===== config.mk =====
export PLATFORM = sky130hd
export DESIGN_NAME = uart_mem_ctrl
export DESIGN_NICKNAME = d
export VERILOG_FILES = /design/src/rtl/uart_mem_pkg.sv /design/src/rtl/uart_word_shifter.sv /design/src/rtl/uart_mem_ctrl.sv
export SDC_FILE = /design/constraint.sdc
export NUM_CORES = 1
export LEC_CHECK = 0
export BUFFER_PORTS_ARGS = -buffer_cell sky130_fd_sc_hd__buf_2
export CELL_PAD_IN_SITES_DETAIL_PLACEMENT = 0
export CELL_PAD_IN_SITES_GLOBAL_PLACEMENT = 1
export CORE_MARGIN = 3
export CORE_UTILIZATION = 44
export CTS_CLUSTER_SIZE = 28
export DETAILED_ROUTE_END_ITERATION = 8
export GPL_ROUTABILITY_DRIVEN = 0
export PLACE_DENSITY = 0.86
export SLEW_MARGIN = 20
export SYNTH_ARGS = -nofsm -noshare
export SYNTH_HDL_FRONTEND = slang
export SYNTH_HIERARCHICAL = 1
export SYNTH_SLANG_ARGS = --single-unit

===== constraint.sdc =====
create_clock -name clk -period 3.5 [get_ports clk]
set_input_delay 0.7 -clock clk [delete_from_list [all_inputs] [get_ports clk]]
set_output_delay 0.7 -clock clk [all_outputs]
set_load 0.02 [all_outputs]

===== src/rtl/uart_mem_pkg.sv =====
// Shared types and constants for the UART-side RAM sequencer: FSM state
// encoding, default command bytes and the bytes-per-word helper.
package uart_mem_pkg;

    typedef enum logic [2:0] {
        IDLE      = 3'd0,
        GET_ADDR  = 3'd1,
        GET_CNT   = 3'd2,
        LOAD_BYTE = 3'd3,
        LOAD_WR   = 3'd4,
        DUMP_RD   = 3'd5,
        DUMP_TX   = 3'd6,
        FINISH    = 3'd7
    } state_e;

    localparam logic [7:0] CMD_LOAD_DEF = 8'h4C;
    localparam logic [7:0] CMD_DUMP_DEF = 8'h44;

    function automatic int unsigned bpw(input int unsigned bit_width);
        return bit_width / 32'd8;
    endfunction

endpackage


===== src/rtl/uart_word_shifter.sv =====
// Word-wide byte shift register with lane index: assembles little-endian words
// from incoming bytes and serialises a loaded word lane 0 first.
module uart_word_shifter
    import uart_mem_pkg::*;
#(
    parameter int unsigned BIT_WIDTH = 32
) (
    input  logic                 clk,
    input  logic                 rst_n,
    input  logic                 clr_i,
    input  logic                 load_i,
    input  logic                 shift_i,
    input  logic [7:0]           byte_i,
    input  logic [BIT_WIDTH-1:0] word_i,
    output logic [BIT_WIDTH-1:0] word_o,
    output logic [7:0]           lane_o,
    output logic                 last_o
);

    localparam int unsigned BPW   = bpw(BIT_WIDTH);
    localparam int unsigned IDX_W = (BPW > 1) ? $clog2(BPW) : 1;

    logic [BIT_WIDTH-1:0] sh_q, sh_d;
    logic [IDX_W-1:0]     idx_q, idx_d;

    assign word_o = sh_q;
    assign lane_o = sh_q[7:0];
    assign last_o = (idx_q == IDX_W'(BPW - 1));

    // Next-state: bytes enter at the top lane so the first byte ends up in lane 0.
    always_comb begin
        sh_d  = sh_q;
        idx_d = idx_q;
        if (clr_i) begin
            sh_d  = '0;
            idx_d = '0;
        end else if (load_i) begin
            sh_d  = word_i;
            idx_d = '0;
        end else if (shift_i) begin
            sh_d                  = sh_q >> 8;
            sh_d[BIT_WIDTH-1 -: 8] = byte_i;
            idx_d                 = last_o ? '0 : idx_q + IDX_W'(1);
        end else begin
            sh_d  = sh_q;
            idx_d = idx_q;
        end
    end

    // Shift register and lane index storage.
    always_ff @(posedge clk or negedge rst_n) begin
        if (!rst_n) begin
            sh_q  <= '0;
            idx_q <= '0;
        end else begin
            sh_q  <= sh_d;
            idx_q <= idx_d;
        end
    end

endmodule


===== src/rtl/uart_mem_ctrl.sv =====
// UART command sequencer for the RAM's UART port: parses load/dump frames,
// writes assembled words or streams words out, holding the CPU meanwhile.
module uart_mem_ctrl
    import uart_mem_pkg::*;
#(
    parameter int unsigned BIT_WIDTH  = 32,
    parameter int unsigned ADDR_WIDTH = 7,
    parameter logic [7:0]  CMD_LOAD   = CMD_LOAD_DEF,
    parameter logic [7:0]  CMD_DUMP   = CMD_DUMP_DEF
) (
    input  logic                  clk,
    input  logic                  rst_n,
    input  logic [7:0]            rx_data,
    input  logic                  rx_valid,
    output logic [7:0]            tx_data,
    output logic                  tx_valid,
    input  logic                  tx_ready,
    output logic [ADDR_WIDTH-1:0] ADDR_UART,
    output logic [BIT_WIDTH-1:0]  WRITE_UART,
    output logic                  W_UART,
    input  logic [BIT_WIDTH-1:0]  READ_UART,
    output logic                  cpu_hold,
    output logic                  done
);

    // Wide enough for any count byte and for the 2^ADDR_WIDTH "zero" case.
    localparam int unsigned CNT_W = (ADDR_WIDTH + 1 > 8) ? ADDR_WIDTH + 1 : 8;

    state_e                state_q, state_d;
    logic [ADDR_WIDTH-1:0] addr_q, addr_d;
    logic [CNT_W-1:0]      cnt_q, cnt_d;
    logic                  load_q, load_d;

    logic                  sh_clr_s, sh_load_s, sh_shift_s, sh_last_s;
    logic [7:0]            sh_byte_s, sh_lane_s;
    logic [BIT_WIDTH-1:0]  sh_word_s;
    logic                  last_word_s;

    assign last_word_s = (cnt_q == CNT_W'(1));
    assign sh_byte_s   = (state_q == DUMP_TX) ? 8'h00 : rx_data;

    uart_word_shifter #(
        .BIT_WIDTH (BIT_WIDTH)
    ) u_shifter (
        .clk     (clk),
        .rst_n   (rst_n),
        .clr_i   (sh_clr_s),
        .load_i  (sh_load_s),
        .shift_i (sh_shift_s),
        .byte_i  (sh_byte_s),
        .word_i  (READ_UART),
        .word_o  (sh_word_s),
        .lane_o  (sh_lane_s),
        .last_o  (sh_last_s)
    );

    // Frame parser and transfer sequencer.
    always_comb begin
        state_d    = state_q;
        addr_d     = addr_q;
        cnt_d      = cnt_q;
        load_d     = load_q;
        sh_clr_s   = 1'b0;
        sh_load_s  = 1'b0;
        sh_shift_s = 1'b0;
        case (state_q)
            IDLE: begin
                if (rx_valid && (rx_data == CMD_LOAD || rx_data == CMD_DUMP)) begin
                    state_d  = GET_ADDR;
                    load_d   = (rx_data == CMD_LOAD);
                    addr_d   = '0;
                    cnt_d    = '0;
                    sh_clr_s = 1'b1;
                end else begin
                    state_d = IDLE;
                end
            end
            GET_ADDR: begin
                if (rx_valid) begin
                    addr_d  = ADDR_WIDTH'(rx_data);
                    state_d = GET_CNT;
                end else begin
                    state_d = GET_ADDR;
                end
            end
            GET_CNT: begin
                if (rx_valid) begin
                    cnt_d   = (rx_data == 8'h00) ? (CNT_W'(1) << ADDR_WIDTH) : CNT_W'(rx_data);
                    state_d = load_q ? LOAD_BYTE : DUMP_RD;
                end else begin
                    state_d = GET_CNT;
                end
            end
            LOAD_BYTE: begin
                sh_shift_s = rx_valid;
                if (rx_valid && sh_last_s) begin
                    state_d = LOAD_WR;
                end else begin
                    state_d = LOAD_BYTE;
                end
            end
            LOAD_WR: begin
                // A byte arriving during the write cycle already belongs to the next word.
                addr_d     = addr_q + ADDR_WIDTH'(1);
                cnt_d      = cnt_q - CNT_W'(1);
                sh_shift_s = rx_valid && !last_word_s;
                if (last_word_s) begin
                    state_d = FINISH;
                end else if (rx_valid && sh_last_s) begin
                    state_d = LOAD_WR;
                end else begin
                    state_d = LOAD_BYTE;
                end
            end
            DUMP_RD: begin
                sh_load_s = 1'b1;
                state_d   = DUMP_TX;
            end
            DUMP_TX: begin
                sh_shift_s = tx_ready;
                if (tx_ready && sh_last_s) begin
                    addr_d  = addr_q + ADDR_WIDTH'(1);
                    cnt_d   = cnt_q - CNT_W'(1);
                    state_d = last_word_s ? FINISH : DUMP_RD;
                end else begin
                    state_d = DUMP_TX;
                end
            end
            FINISH: begin
                state_d = IDLE;
            end
            default: begin
                state_d = IDLE;
            end
        endcase
    end

    // State, address, count and command-type registers.
    always_ff @(posedge clk or negedge rst_n) begin
        if (!rst_n) begin
            state_q <= IDLE;
            addr_q  <= '0;
            cnt_q   <= '0;
            load_q  <= 1'b0;
        end else begin
            state_q <= state_d;
            addr_q  <= addr_d;
            cnt_q   <= cnt_d;
            load_q  <= load_d;
        end
    end

    // Outputs decode only registered state, so reset forces them all low at once.
    assign W_UART     = (state_q == LOAD_WR);
    assign WRITE_UART = W_UART ? sh_word_s : '0;
    assign ADDR_UART  = (state_q == IDLE) ? '0 : addr_q;
    assign tx_valid   = (state_q == DUMP_TX);
    assign tx_data    = tx_valid ? sh_lane_s : 8'h00;
    assign cpu_hold   = (state_q != IDLE) && (state_q != FINISH);
    assign done       = (state_q == FINISH);

endmodule

==> flow_summary.json <==
{
  "syn-cell-area_mm2": 0.00364,
  "ir_drop_uv": 275,
  "drtPass1Iterations": 4,
  "stdcell_area_mm2": 0.00416,
  "hold_buffers": 0,
  "worst_pin_slew_ns": 0.861,
  "period_share": 0.749,
  "cp.required_ns": 2.80,
  "htreeDepth": 2,
  "wl_per_cell_um": 17.0,
  "antenna_cells": 0,
  "io_buffers": 94,
  "drv_slew": 0,
  "power_leakage_nw": 1.82,
  "syn_inst": 375,
  "gr-usage-all-layers": 0.199,
  "grt_use_met1": 0.281,
  "ant_nets": 0,
  "reg2reg_depth": 6,
  "grt_overflow": 0,
  "syn-num-nets": 423,
  "status": "completed",
  "cap_violations": 0,
  "synth_top_area_share": 0.364,
  "r2r_setup_slack_ns": 0.95,
  "crit_path_end_kind": "output port",
  "grt_first_pass_wirelength_mm": 15.5,
  "cts_setup_buffers": 0,
  "setup_viol": 0,
  "core_mm2": 0.00789,
  "fill_cells": 756,
  "max_stage_delay_ns": 0.70,
  "cts_resized": 0,
  "yosysSeqAreaShare": 0.364,
  "multi_input_comb_area_mm2": 0.00208,
  "crit_path_cell_trace": "nor3_2, nor2_1, buf_2",
  "r2r-end": "u_shifter/word_o[31]",
  "finClkSkew_ns": 0.0113,
  "first_global_vias": 3006,
  "die_y_um": 97,
  "hold_path_class": "input pin to async pin",
  "core.rowCount": 32,
  "final-seq-area_mm2": 0.00133,
  "grt_max_degree": 54,
  "cp-start-kind": "register",
  "setup_tns_ns": 0,
  "place_area_mm2": 0.00407,
  "arrival_ns": 1.92,
  "final_nets": 494,
  "finalHoldViolCount": 0,
  "path_max_fanout": 16,
  "dieArea_mm2": 0.00941,
  "yosysWarnings": 6,
  "synth_top_area_cell": "dfrtp_1",
  "totalWireLength_mm": 9.31,
  "vias_per_cell": 5.54,
  "worstReg2RegStart": "state_q[1]",
  "period_needed_ns": 2.62,
  "gr-usage-met2": 0.316,
  "dieWidth_um": 97,
  "synth.most_common_cell": "dfrtp_1",
  "synth_edf_count": 0,
  "rsz0062_at_grt": "false",
  "clkLatencyLatePin_ns": 0.32,
  "path_clk_slew_ns": 0.11,
  "critPathKind": "register to output port",
  "synthDistinctLibCells": 49,
  "cts_buffers": 5,
  "ys.flop_type": "dfrtp_1",
  "drt_iter0_markers": 257,
  "power_density_mw_per_mm2": 804,
  "dp_hpwl_mm": 6.53,
  "cts-root-buf": "clkbuf_8",
  "synth_area_leaders": "dfrtp_1 (36%), mux2i_1 (9.9%), nor2b_1 (8.1%)",
  "ys_seq_elements": 53,
  "crit_slowest_cell": "nor3_2",
  "layout-drive-gt1-share": 0.300,
  "cts_buffer_depth": 2,
  "clock.fmax_ghz": 0.381,
  "yosys-top-cells-count": "dfrtp_1 (53), nor2b_1 (47), and2_1 (42)",
  "syn_area_per_cell_um2": 9.72,
  "cts_sinks": 53,
  "io_pins": 95,
  "grtUsageMet3": 0.0332,
  "cts_tree": "yes",
  "busiest_layer": "met2",
  "initial_core_util": 0.462,
  "route.detailed.drc": 0,
  "antenna_found_initial": 0,
  "slew_headroom": 0.425,
  "num_vias": 3041,
  "synthToLayoutAreaGrowth_pct": 14.1,
  "async_flop_share": 1.00
}
per-layer routing:
layer | vias up | wire length, um
li1 | 1479 | -
met1 | 1455 | 4320
met2 | 97 | 4390
met3 | 10 | 490
met4 | 0 | 112
met5 | - | 0
registers in the layout (all words and copies together), names as in the netlist:
| register | cells |
|---|---|
| u_shifter/word_o | 32 |
| load_q | 1 |
| cnt_q | 8 |
| u_shifter/idx_q | 2 |
| state_q | 3 |
| addr_q | 7 |
layout make-up:
type,instances,area share
inverter,7,0.00632
timing repair buffer,99,0.122
multi-input combinational,280,0.500
clock buffer,5,0.0166
tap,102,0.0307
sequential,53,0.319
clock inverter,3,0.00512
power breakdown:
part | switching, mW | internal (mW) | total [mW]
combinational | 1.00 | 0.803 | 1.81
clock | 0.222 | 0.143 | 0.365
sequential | 0.287 | 0.887 | 1.17
worst max path at each step:
stage                           from              endpoint  slack (ns)  depth (start not counted)
final                     state_q[0]              cpu_hold        0.88                          3
after global routing        cnt_q[3]  u_shifter/word_o[26]        0.71                          7
after CTS                 state_q[0]          ADDR_UART[6]        0.86                          3
after detailed placement  state_q[1]  u_shifter/word_o[25]        0.98                          6
after global placement      rx_valid  u_shifter/word_o[23]        1.03                          8
after floorplan           state_q[0]            tx_data[0]        1.07                          4
kinds of logic after synthesis:
family	count (synthesis)	synth area share
AND/OR/NAND/NOR	153	0.248
AO/OA/AOI/OAI	84	0.194
flip-flops	53	0.364
buffers and inverters	42	0.0711
multiplexers	38	0.106
adder cells (fa/ha/maj)	4	0.0137
XOR/XNOR	1	0.00240
cell usage in the layout, fill, tap and decap left out, types with 3 or more instances in the layout:
cell type  instances
a22oi_1            4
o2bb2ai_1         11
a31oi_1            3
a21oi_1           11
nand2_1           13
a211oi_1          21
nor2b_1           47
buf_4              5
a211oi_2          12
and2_1            42
inv_1              6
ha_1               4
dfrtp_1           53
clkbuf_8           5
nor3_1             7
nor2_1            10
mux2i_1           36
buf_2             94
nand3_1           12
nand2b_1           4
nor4_1             5
o21ai_0            8
critical path, delay by kind of cell, from the launching register on:
kind | cells | cell delay, ns
buf+inv | 1 | 0.19
flops | 1 | 0.62
simple gates | 2 | 0.80
stage by stage:
stage,setup WS (ns),power (mW),std cells,util,hold slack (ns)
4_1_cts,0.857,3.35,549,0.527,0.522
6_report,0.878,3.34,549,0.527,0.490
2_1_floorplan,1.07,2.62,375,-,0.404
5_1_grt,0.706,3.60,549,0.527,0.559
3_5_place_dp,0.981,2.98,541,0.516,0.493
3_3_place_gp,1.03,2.93,541,0.516,0.495
No activity file was read; power rests on OpenSTA's default activity.
